`src/rtl/counter_sequencer.sv`:
```
// Timer-style sequencer around a WIDTH-bit count register: start/stop/pause,
// up/down direction, one-shot or auto-reload, with a clock prescaler.
module counter_sequencer #(
  parameter int WIDTH    = 4,
  parameter int PRESCALE = 1
) (
  input  logic             clock,
  input  logic             reset,
  input  logic             start,
  input  logic             stop,
  input  logic             pause,
  input  logic             mode,
  input  logic             dir,
  input  logic [WIDTH-1:0] limit,
  output logic [WIDTH-1:0] counter,
  output logic             busy,
  output logic             done,
  output logic [7:0]       wrap_cnt,
  output logic [1:0]       state
);

  localparam int PW = (PRESCALE > 1) ? $clog2(PRESCALE) : 1;
  localparam logic [PW-1:0] PRE_LAST = PW'(PRESCALE - 1);

  typedef enum logic [1:0] {
    S_IDLE   = 2'd0,
    S_RUN    = 2'd1,
    S_PAUSED = 2'd2,
    S_DONE   = 2'd3
  } state_t;

  state_t           st, st_nxt;
  logic [WIDTH-1:0] cnt_nxt, lim_l, lim_nxt, term, base, stepped;
  logic [PW-1:0]    pre, pre_nxt;
  logic [7:0]       wrap_nxt;
  logic             done_nxt, mode_l, mode_nxt, dir_l, dir_nxt;

  assign term    = dir_l ? '0 : lim_l;
  assign base    = dir_l ? lim_l : '0;
  assign stepped = dir_l ? counter - WIDTH'(1) : counter + WIDTH'(1);
  assign state   = st;
  assign busy    = (st == S_RUN) || (st == S_PAUSED);

  always_ff @(posedge clock or posedge reset) begin
    if (reset) begin
      st       <= S_IDLE;
      counter  <= '0;
      pre      <= '0;
      wrap_cnt <= '0;
      done     <= 1'b0;
      mode_l   <= 1'b0;
      dir_l    <= 1'b0;
      lim_l    <= '0;
    end else begin
      st       <= st_nxt;
      counter  <= cnt_nxt;
      pre      <= pre_nxt;
      wrap_cnt <= wrap_nxt;
      done     <= done_nxt;
      mode_l   <= mode_nxt;
      dir_l    <= dir_nxt;
      lim_l    <= lim_nxt;
    end
  end

  always_comb begin
    st_nxt   = st;
    cnt_nxt  = counter;
    pre_nxt  = pre;
    wrap_nxt = wrap_cnt;
    done_nxt = 1'b0;
    mode_nxt = mode_l;
    dir_nxt  = dir_l;
    lim_nxt  = lim_l;

    if (stop) begin
      st_nxt  = S_IDLE;
      cnt_nxt = '0;
      pre_nxt = '0;
    end else if (start) begin
      mode_nxt = mode;
      dir_nxt  = dir;
      lim_nxt  = limit;
      cnt_nxt  = dir ? limit : '0;
      pre_nxt  = '0;
      wrap_nxt = '0;
      st_nxt   = S_RUN;
    end else begin
      case (st)
        S_RUN: begin
          if (pause) begin
            st_nxt = S_PAUSED;
          end else if (pre == PRE_LAST) begin
            pre_nxt = '0;
            if (counter != term) begin
              cnt_nxt = stepped;
              if (stepped == term) begin
                done_nxt = 1'b1;
                if (!mode_l) st_nxt = S_DONE;
              end
            end else if (mode_l) begin
              // Reload; when limit==0 the start value is itself terminal.
              cnt_nxt  = base;
              wrap_nxt = (wrap_cnt == 8'hFF) ? wrap_cnt : wrap_cnt + 8'd1;
              done_nxt = (base == term);
            end else begin
              done_nxt = 1'b1;
              st_nxt   = S_DONE;
            end
          end else begin
            pre_nxt = pre + PW'(1);
          end
        end
        S_PAUSED: if (!pause) st_nxt = S_RUN;
        default: ;
      endcase
    end
  end

endmodule

```
`config.mk`:
```
export PLATFORM = sky130hd
export DESIGN_NAME = counter_sequencer
export DESIGN_NICKNAME = d
export VERILOG_FILES = /design/src/rtl/counter_sequencer.sv
export SDC_FILE = /design/constraint.sdc
export NUM_CORES = 1
export LEC_CHECK = 0
export ABC_CLOCK_PERIOD_IN_PS = 3560
export BUFFER_PORTS_ARGS = -buffer_cell sky130_fd_sc_hd__buf_2
export CAP_MARGIN = 20
export CORE_UTILIZATION = 45
export CTS_BUF_LIST = sky130_fd_sc_hd__clkbuf_4 sky130_fd_sc_hd__clkbuf_8
export CTS_CLUSTER_SIZE = 24
export DETAILED_ROUTE_END_ITERATION = 10
export PLACE_DENSITY = 0.75
export SLEW_MARGIN = 20
export SYNTH_ARGS = -nofsm -noshare
export SYNTH_HDL_FRONTEND = slang
export SYNTH_SLANG_ARGS = --single-unit
```
`constraint.sdc`:
```
create_clock -name clock -period 3.56 [get_ports clock]
set_input_delay 0 -clock clock [delete_from_list [all_inputs] [get_ports clock]]
set_output_delay 0 -clock clock [all_outputs]
set_load 0.05 [all_outputs]
```
==> results.md, run 1 <==
- Fmax: 359 MHz
- Initial Util: 0.487
- Hold WS: 0.0619 ns
- Drt wl/cell: between 10 and 15 um
- CTS Root Cell: clkbuf_4
- Via density: around 5.6
- Worst-Skew Late Latency: roughly 0.31 ns
- Required @ worst endpoint: around 3.8 ns
- Mapped Cells: ~150
- Yosys cell types: 53
- Crit-path max cell delay: between 0.7 and 0.8 ns
- RSZ-0062 raised after global routing: no
- Leak: about 0.00081 uW
- DRT Wirelength: 3340 um
- Hold Crit Class: in2reg
- Maxcap violations: 0
- Pwr Density: 464 mW/mm^2
- Vias in the first global route: ~1200
- GR Layer Usage met3: 0.0260
- GR Util All Layers: 0.208
- Clock transition at path regs: ~0.12 ns
- Yosys reg bits: 21
- Port bufs: 26
- Outcome: completed
- Crit start category: register
- Clock Sink Count: 21
- Dpl hpwl: 2420 um
- Setup TNS: 0 ns
- Register area share after synthesis: 0.345
- Slew HR: 0.464
- Largest net degree at the start of global routing: 22
- Mapped Area: approximately 0.0015 mm^2
- Initial antenna violation count: 0
- Crit path cell chain: ha_1 > and3_1 > or3_1 > a2111o_1 > a31oi_2 > o21ai_1 > mux2i_1
- Most common cell in the synthesized netlist: dfrtp_1
- Worst slew pin tran: 0.803 ns
- Die H: 60.2 um
- Die Span X: ~60 um
- Setup crit end kind: register
- Syn_area_per_cell: between 9 and 10 um^2
- GR Util met1: 0.274
- # rows: 20
- CTS Buf Count: 3
- Max clock buf depth: 2
- Iter 0 DRT Violations: 35
- Top cells by area in the synthesized netlist: dfrtp_1 35%, mux2_2 4.4%, ha_1 4.1%, mux2i_1 3.9%, nor2_1 3.5%
- Ant diodes: 0
- Fraction of registers with async set/reset: 1.00
- Max-slew violations: 0
- Number of setup violations in the final report: 0
- Max FO, Critical Path: 20
- Area grow syn2layout: 17.2%
- Layer with the highest usage: met2
- # IOs: 27
- Number of routed nets with antenna violations: 0
- Cell taking the most area after synthesis: dfrtp_1
- Synth Net Count: 170
- Max IR drop VDD: 0.000236 V
- Synth top area share: 0.345
- Remaining DRCs: 0
- Post-synth top cells: 21 x dfrtp_1, 14 x nor2_1, 10 x nand2_1
- CTS tree: built
- Final hold violations: 0
- First-pass GRT wire length: roughly 5700 um
- Share of cells above drive strength 1: 0.254
- Final Skew: 0.00110 ns
- DR pass1 iterations: 4
- Grt total ovfl: 0
- M2 GR Usage: 0.347
- Period utilisation layout: 0.782
- CP delay by family, top: flip-flops
- Via Count: around 1300
- Core footprint: ~0.0031 mm^2
- Global placement routability congestion: between 0.8 and 0.9
- Number of synthesized flops with an enable pin: 0
- Yosys Warn Count: 0
- Nets@finish: between 200 and 250
- Crit path arrival time: slightly above 3 ns
- Ys flop type: dfrtp_1
- Slowest-stage cell, CP: dfrtp_1
- Final min period: between 2 and 3 ns
- Worst Path Buf+Inv: 0
- Die area: around 0.0036 mm^2
- H-tree depth: 1
- Crit Path Class: reg2reg
[final cells by class]
cell class | count | area, um^2
clock buffer | 4 | 30.0
tap | 44 | 55.1
fill | 289 | 1340
timing repair buffer | 36 | 228
inverter | 7 | 26.3
sequential | 21 | 526
multi-input combinational | 117 | 920
[worst register-to-register path, cell delays in order, from the launching register on]
cell	delay (ns)
dfrtp_1	0.79
ha_1	0.39
and3_1	0.19
or3_1	0.41
a2111o_1	0.44
a31oi_2	0.19
o21ai_1	0.10
mux2i_1	0.20
[state kept, by name (all words and copies together), names as in the netlist]
register,flops
lim_l,4
done,1
dir_l,1
counter,4
state,2
wrap_cnt,8
mode_l,1
[timing repair]
action,4_1_cts,5_1_grt
hold buffers,9,0
hold endpoints to repair,29,0
setup buffers,0,0
gates resized for setup,0,0
[through the flow]
stage          cells  worst slack, ns  total power (uW)  utilization  cell area [um^2]
5_1_grt          229            0.616               882        0.570              1780
2_1_floorplan    153            0.974               626            -              1520
4_1_cts          229            0.836               834        0.570              1780
3_3_place_gp     216            0.923               682        0.532              1660
3_5_place_dp     216            0.862               696        0.532              1660
6_report         229            0.774               829        0.570              1780
[power by group]
part | total (uW) | switching, uW | internal [uW]
logic | 367 | 218 | 149
clock network | 129 | 77.5 | 51.4
registers | 333 | 68.4 | 265
[cell usage in the layout (no fill, tap or decap), types with 2 or more instances in the layout]
master | synthesis | routed
buf_2 | 2 | 26
dfrtp_1 | 21 | 21
nor2_1 | 14 | 14
nand2_1 | 10 | 10
dlygate4sd3_1 | 0 | 9
inv_1 | 7 | 7
mux2_2 | 6 | 6
xnor2_1 | 6 | 6
mux2i_1 | 6 | 6
xor2_1 | 6 | 6
o21ai_0 | 5 | 5
ha_1 | 5 | 5
nor2b_1 | 4 | 4
nand3_1 | 4 | 4
clkbuf_4 | 0 | 4
and3_1 | 3 | 3
nor3_1 | 3 | 3
a31oi_1 | 3 | 3
nand4_1 | 3 | 3
nand2b_1 | 2 | 2
a32oi_1 | 2 | 2
or2_2 | 2 | 2
or3_1 | 2 | 2
o21ai_1 | 2 | 2
a21oi_1 | 2 | 2
[final timing paths]
kind	startpoint	endpoint	slack (ns)	depth (start not counted)
max	dir_l	state[1]	0.77	7
min in group asynchronous	reset	mode_l	0.37	3
max reg2reg	dir_l	state[1]	0.77	7
min	pause	state[0]	0.06	4
min reg2reg	wrap_cnt[5]	wrap_cnt[5]	0.58	2
max in group asynchronous	reset	counter[3]	2.70	3
[layer usage]
layer	part of all wire	routed length (um)
met5	0	0
met4	0.013	44
met3	0.033	110
met2	0.50	1680
met1	0.45	1510
[cells by family after synthesis]
group / share of synthesized area
AOI/OAI and AO/OA: 0.168
xor gates and xnor gates: 0.0690
adders and majority gates: 0.0542
buffers and inverters: 0.0509
DFF: 0.345
muxes: 0.101
and+or+nand+nor: 0.212
No activity file was read; power rests on OpenSTA's default activity.
==> run 2, diff against run 1 <==
--- a/config.mk
+++ b/config.mk
@@ -5,14 +5,14 @@
 export SDC_FILE = /design/constraint.sdc
 export NUM_CORES = 1
 export LEC_CHECK = 0
-export ABC_CLOCK_PERIOD_IN_PS = 3560
+export ABC_CLOCK_PERIOD_IN_PS = 2500
 export BUFFER_PORTS_ARGS = -buffer_cell sky130_fd_sc_hd__buf_2
 export CAP_MARGIN = 20
 export CORE_UTILIZATION = 45
 export CTS_BUF_LIST = sky130_fd_sc_hd__clkbuf_4 sky130_fd_sc_hd__clkbuf_8
 export CTS_CLUSTER_SIZE = 24
 export DETAILED_ROUTE_END_ITERATION = 10
-export PLACE_DENSITY = 0.75
+export PLACE_DENSITY = 0.78
 export SLEW_MARGIN = 20
 export SYNTH_ARGS = -nofsm -noshare
 export SYNTH_HDL_FRONTEND = slang
==> constraint.sdc (replaced) <==
create_clock -name clock -period 2.5 [get_ports clock]
set_input_delay 0 -clock clock [delete_from_list [all_inputs] [get_ports clock]]
set_output_delay 0 -clock clock [all_outputs]
set_load 0.05 [all_outputs]
==> run 2 against run 1 <==
Effect of this change:
- worst hold slack improved by 0.0022 ns
- wire length up 6.5%
- sequential power increased by 38%
- via count increased by 2.6%
- final cell count grew 1.7%
- sequential cell count did not move
- fmax is 16% higher
- sequential share of layout area fell by 0.39 points
- register-to-register slack worse by 0.68 ns
- utilization increased by 1.0 points
- critical path depth unchanged
- total power grew 46%
- highest routed layer unchanged
==> results.md, run 2 (same netlist as run 1, synthesis figures left out) <==
- Switching pwr: 529 uW (+45%)
- Setup TNS: 0 ns (unchanged)
- Area grow syn2layout: 19.3%
- Ant diodes: 0 (unchanged)
- Die area: 0.00362 mm^2 (unchanged)
- Port bufs: 26 (unchanged)
- Max clock buf depth: 2 (unchanged)
- Max IR drop VDD: 0.000293 V (+24%)
- DRT Wirelength: 3550 um (+6.5%)
- GR Util All Layers: 0.226 (+0.0175)
- Length in cells of the worst reg-to-reg path: 7 (unchanged)
- Die Span X: 60.2 um (unchanged)
- End point of the critical path: state[1]
- Remaining DRCs: 0 (unchanged)
- Dpl hpwl: 2590 um (+6.8%)
- Pwr Density: 664 mW/mm^2 (+43%)
- Area of the multi-input gates: 920 um^2 (unchanged)
- Die H: 60.2 um (unchanged)
- Largest net degree at the start of global routing: 22 (unchanged)
- Final Skew: 0.00474 ns (+0.00363 ns)
- Hold Crit Class: in2reg
- Slew HR: 0.436 (-0.0280)
- First-pass GRT wire length: 6040 um (+6.7%)
- Nets@finish: 207 (+2.0%)
- Largest regs: wrap_cnt x8, counter x4, lim_l x4
- Drt wl/cell: 15.2 um (+4.6%)
- Required @ worst endpoint: 2.70 ns (-1.09 ns)
- Fmax: 416 MHz (+16%)
- Outcome: completed
- Max FO, Critical Path: 6 (-70%)
- # IOs: 27 (unchanged)
- Leak: 0.000831 uW (+2.2%)
- R2r endpoint: state[1]
- DR pass1 iterations: 4 (unchanged)
- Maxcap violations: 0 (unchanged)
- Fillers: 296 (+2.4%)
- Core footprint: 0.00313 mm^2 (unchanged)
- Max-slew violations: 0 (unchanged)
- Max reg flops: 8 (unchanged)
- Worst slew pin tran: 0.845 ns (+0.0420 ns)
- # rows: 20 (unchanged)
- FF+latch area: 528 um^2 (+0.48%)
- Number of routed nets with antenna violations: 0 (unchanged)
- H-tree depth: 1 (unchanged)
- Reg power frac: 0.382 (-0.020)
- RSZ-0062 raised after global routing: no
- Iter 0 DRT Violations: 42 (+20%)
- Grt total ovfl: 0 (unchanged)
- Largest reg by FF count: wrap_cnt
- Crit Path Class: reg2reg
- Crit path from: counter[2]
- CTS Root Cell: clkbuf_4
- Final min period: 2.40 ns (-0.381 ns)
- Number of setup violations in the final report: 0 (unchanged)
- Via density: 5.67 (+0.88%)
- Crit start category: register
- Dpl cells: 219 (+1.4%)
- Non-filler cells in the finished layout: 233 (+1.7%)
- Switching share of power: 0.438 (-0.00141)
- R2r startpoint: counter[2]
- Final hold violations: 0 (unchanged)
- Cell-internal power: 678 uW (+46%)
- Worst-Skew Late Latency: 0.31 ns (about the same)
- Period utilisation layout: 0.962 (+0.179)
- Part of the power in combinational logic: 0.467 (+0.025)
- Setup crit end kind: register
- Via Count: 1322 (+2.6%)
- Crit path arrival time: 2.61 ns (-0.41 ns)
- R2R setup slack: 0.1 ns (-0.68 ns)
- CTS Buf Count: 3 (unchanged)
- CTS tree: built
- Global placement routability congestion: 0.822 (-3.3%)
- Clock Sink Count: 21 (unchanged)
- Initial Util: 0.487 (unchanged)
- Commonest non-fill, non-tap cell in the layout: buf_2
- Clock transition at path regs: 0.12 ns (about the same)
- Share of cells above drive strength 1: 0.280 (+0.0264)
- Initial antenna violation count: 0 (unchanged)
- Most frequent cells in the layout: 26 x buf_2, 19 x dfrtp_1, 14 x nor2_1
- Clock share of power: 0.151 (-0.005)
- Vias in the first global route: 1309 (+8.2%)
==> run 2: power by group through the flow <==
stage,Clock [uW],Sequential [uW],Combinational (uW)
4_1_cts,186,460,556
2_1_floorplan,0,519,374
6_report,183,461,563
5_1_grt,198,470,618
3_5_place_dp,0,467,544
3_3_place_gp,0,460,522
==> run 2: worst min path at each step <==
stage	depth (start not counted)	slack, ns	start	end
2_1_floorplan	1	-0.02	reset	counter[0]
3_3_place_gp	2	0.20	reset	mode_l
3_5_place_dp	2	0.22	reset	mode_l
4_1_cts	4	0.05	pause	state[0]
5_1_grt	4	0.08	pause	state[0]
6_report	4	0.06	pause	state[0]
==> run 2: layout make-up <==
| class | count | area share |
|---|---|---|
| clock buffer | 4 | 0.0165 |
| inverter | 7 | 0.0145 |
| multi-input combinational | 117 | 0.506 |
| sequential | 21 | 0.291 |
| tap | 44 | 0.0303 |
| timing repair buffer | 40 | 0.142 |
==> run 2: worst max-delay path, stage by stage, from the launching register on <==
cell      delay [ns]
dfrtp_2         0.48
ha_1            0.36
and3_1          0.20
or3_1           0.41
a2111o_1        0.44
a31oi_2         0.19
o21ai_1         0.11
mux2i_1         0.13
==> run 2: timing repair <==
item,in CTS,in global routing
gates resized for setup,0,0
endpoints found under the hold margin,29,0
setup endpoints to repair,0,1
hold buffers,9,0
setup buffers,0,1
==> run 2: layer usage <==
metal  global-route usage  part of all wire  vias up
li1                     -                 -      630
met3               0.0281             0.042        6
met4               0.0930             0.012        0
met1                0.278              0.42      648
met5                    0                 0        -
met2                0.392              0.52       38
==> run 2: per-stage QoR <==
step | util | hold slack (ns) | power, uW | setup WS, ns | cell area, um^2
floorplan | - | -0.0236 | 893 | 0.0854 | 1530
global placement | 0.540 | 0.199 | 982 | 0.195 | 1690
detailed placement | 0.540 | 0.219 | 1010 | 0.130 | 1690
CTS | 0.578 | 0.0533 | 1200 | 0.105 | 1810
global route | 0.581 | 0.0840 | 1290 | 0.00654 | 1820
finish | 0.581 | 0.0641 | 1210 | 0.0951 | 1820
==> run 3, diff against run 2 <==
--- a/config.mk
+++ b/config.mk
@@ -5,14 +5,15 @@
 export SDC_FILE = /design/constraint.sdc
 export NUM_CORES = 1
 export LEC_CHECK = 0
-export ABC_CLOCK_PERIOD_IN_PS = 2500
+export ABC_CLOCK_PERIOD_IN_PS = 2900
 export BUFFER_PORTS_ARGS = -buffer_cell sky130_fd_sc_hd__buf_2
 export CAP_MARGIN = 20
 export CORE_UTILIZATION = 45
 export CTS_BUF_LIST = sky130_fd_sc_hd__clkbuf_4 sky130_fd_sc_hd__clkbuf_8
 export CTS_CLUSTER_SIZE = 24
 export DETAILED_ROUTE_END_ITERATION = 10
-export PLACE_DENSITY = 0.78
+export PLACE_DENSITY = 0.75
+export SETUP_SLACK_MARGIN = 0.15
 export SLEW_MARGIN = 20
 export SYNTH_ARGS = -nofsm -noshare
 export SYNTH_HDL_FRONTEND = slang
==> constraint.sdc (replaced) <==
create_clock -name clock -period 2.9 [get_ports clock]
set_input_delay 0 -clock clock [delete_from_list [all_inputs] [get_ports clock]]
set_output_delay 0 -clock clock [all_outputs]
set_load 0.05 [all_outputs]
==> run 3 against run 2 <==
Effect of this change:
- clock-buffer cell count decreased by 1
- critical path depth increased by 1
- combinational power decreased by 18%
- worst hold slack improved by 0.0080 ns
- design area decreased by 1.5%
- sequential power decreased by 13%
- sequential cell count unchanged
- total power decreased by 17%
- clock power decreased by 22%
- utilization decreased by 0.88 points
==> results.md, run 3 (same netlist as run 1, synthesis figures left out) <==
- Vias in the first global route: 1229 (-6.1%)
- Setup repair bufs after CTS: 0 (unchanged)
- Clock Sink Count: 21 (unchanged)
- Ant diodes: 0 (unchanged)
- Share of cells above drive strength 1: 0.258 (-0.0224)
- Commonest non-fill, non-tap cell in the layout: buf_2
- Max reg flops: 8 (unchanged)
- Number of routed nets with antenna violations: 0 (unchanged)
- Initial Util: 0.487 (unchanged)
- Port bufs: 26 (unchanged)
- Crit path arrival time: 2.65 ns (+0.04 ns)
- Worst slew pin tran: 0.784 ns (-0.0606 ns)
- Drt wl/cell: 14.3 um (-6.0%)
- Max clock buf depth: 2 (unchanged)
- First-pass GRT wire length: 5580 um (-7.8%)
- Hold WS: 0.0721 ns (+0.00804 ns)
- Clock transition at path regs: 0.12 ns (about the same)
- Worst-Skew Late Latency: 0.30 ns (about the same)
- DRT Wirelength: 3300 um (-7.2%)
- Slowest-stage cell, CP: dfrtp_1
- Die H: 60.2 um (unchanged)
- Max IR drop VDD: 0.000255 V (-13%)
- Pwr Density: 562 mW/mm^2 (-15%)
- Most used cell, CP: xnor2_1
- Nets@finish: 204 (-1.4%)
- Max-slew violations: 0 (unchanged)
- Leak: 0.000818 uW (-1.6%)
- Area grow syn2layout: 17.5%
- Fillers: 291 (-1.7%)
- Post-route cell area: 0.00179 mm^2 (-1.5%)
- Largest regs: wrap_cnt x8, counter x4, lim_l x4
- Via density: 5.55 (-2.2%)
- Final Skew: 0.00127 ns (-0.00347 ns)
- Crit start category: register
- Setup crit end kind: register
- CTS Buf Count: 3 (unchanged)
- Max FO, Critical Path: 16 (+10)
- Hold Crit Class: in2reg
- Via Count: 1276 (-3.5%)
- # IOs: 27 (unchanged)
- Largest net degree at the start of global routing: 22 (unchanged)
- Required @ worst endpoint: 3.10 ns (+0.40 ns)
- Most frequent cells in the layout: 26 x buf_2, 21 x dfrtp_1, 14 x nor2_1
- Final hold violations: 0 (unchanged)
- Period utilisation layout: 0.844 (-0.118)
- H-tree depth: 1 (unchanged)
- CP delay by family, top: compound AO/OA/AOI/OAI gates
- Setup TNS: 0 ns (unchanged)
- Global placement routability congestion: 0.813 (-1.2%)
- Dpl hpwl: 2400 um (-7.2%)
- Final min period: 2.45 ns (+0.0426 ns)
- DP Area: 0.00167 mm^2 (-1.0%)
- Crit-path max cell delay: 0.47 ns (about the same)
- Slew HR: 0.477 (+0.0404)
- Iter 0 DRT Violations: 27 (-36%)
- Crit path cell chain: buf_4 > fa_1 > xnor2_1 > xnor2_1 > a2111o_1 > a31oi_2 > o21ai_1 > mux2i_1
- DR pass1 iterations: 4 (unchanged)
- CTS tree: built
- RSZ-0062 raised after global routing: no
- Core footprint: 0.00313 mm^2 (unchanged)
- Fmax: 409 MHz (-1.7%)
- GR Util All Layers: 0.208 (-0.0178)
- Worst Path Buf+Inv: 1 (+1)
- Die area: 0.00362 mm^2 (unchanged)
- Initial antenna violation count: 0 (unchanged)
- CTS Root Cell: clkbuf_4
- Remaining DRCs: 0 (unchanged)
- Maxcap violations: 0 (unchanged)
- # rows: 20 (unchanged)
- Outcome: completed
- Crit Path Class: reg2reg
- Largest reg by FF count: wrap_cnt
- Fin util: 0.572 (-0.00880)
- Number of setup violations in the final report: 0 (unchanged)
- Grt total ovfl: 0 (unchanged)
- Die Span X: 60.2 um (unchanged)
[run 3: metal layers]
| metal | wire (um) | global-route usage |
|---|---|---|
| met5 | 0 | 0 |
| met4 | 42 | 0.0764 |
| met3 | 121 | 0.0216 |
| met2 | 1660 | 0.336 |
| met1 | 1480 | 0.285 |
[run 3: per-stage QoR]
step / total power, uW / worst slack (ns) / instances
finish: 1000 / 0.452 / 230
global route: 1080 / 0.279 / 230
CTS: 1010 / 0.439 / 229
floorplan: 768 / 0.314 / 153
detailed placement: 856 / 0.475 / 217
global placement: 841 / 0.521 / 217
[run 3: final timing paths]
kind	from	end	slack, ns	cells past startpoint
max	dir_l	state[1]	0.45	8
min	pause	state[0]	0.07	4
max reg2reg	dir_l	state[1]	0.45	8
min reg2reg	wrap_cnt[5]	wrap_cnt[5]	0.59	2
max in group asynchronous	reset	dir_l	2.05	3
min in group asynchronous	reset	state[1]	0.36	3
[run 3: power by group]
group / leakage, uW / switching (uW) / internal (uW)
Clock: 0.0000177 / 91.4 / 51.5
Combinational: 0.000525 / 275 / 185
Sequential: 0.000275 / 76.6 / 325
Total: 0.000818 / 443 / 562
[run 3: layout make-up]
class	count	area, um^2	area share
Clock inverter	1	5.00	0.00280
Tap cell	44	55.1	0.0308
Multi-Input combinational cell	117	920	0.514
Sequential cell	21	526	0.294
Timing Repair Buffer	37	235	0.131
Inverter	7	26.3	0.0147
Clock buffer	3	22.5	0.0126
[run 3: worst reg2reg max path, stage by stage (launching register included)]
cell and delay, ns:
dfrtp_1 0.47, buf_4 0.23, fa_1 0.38, xnor2_1 0.33
xnor2_1 0.11, a2111o_1 0.40, a31oi_2 0.20, o21ai_1 0.10
mux2i_1 0.13
[run 3: timing repair]
action	4_1_cts	5_1_grt
hold buffers	8	1
resized for setup	0	0
endpoints found under the hold margin	28	1
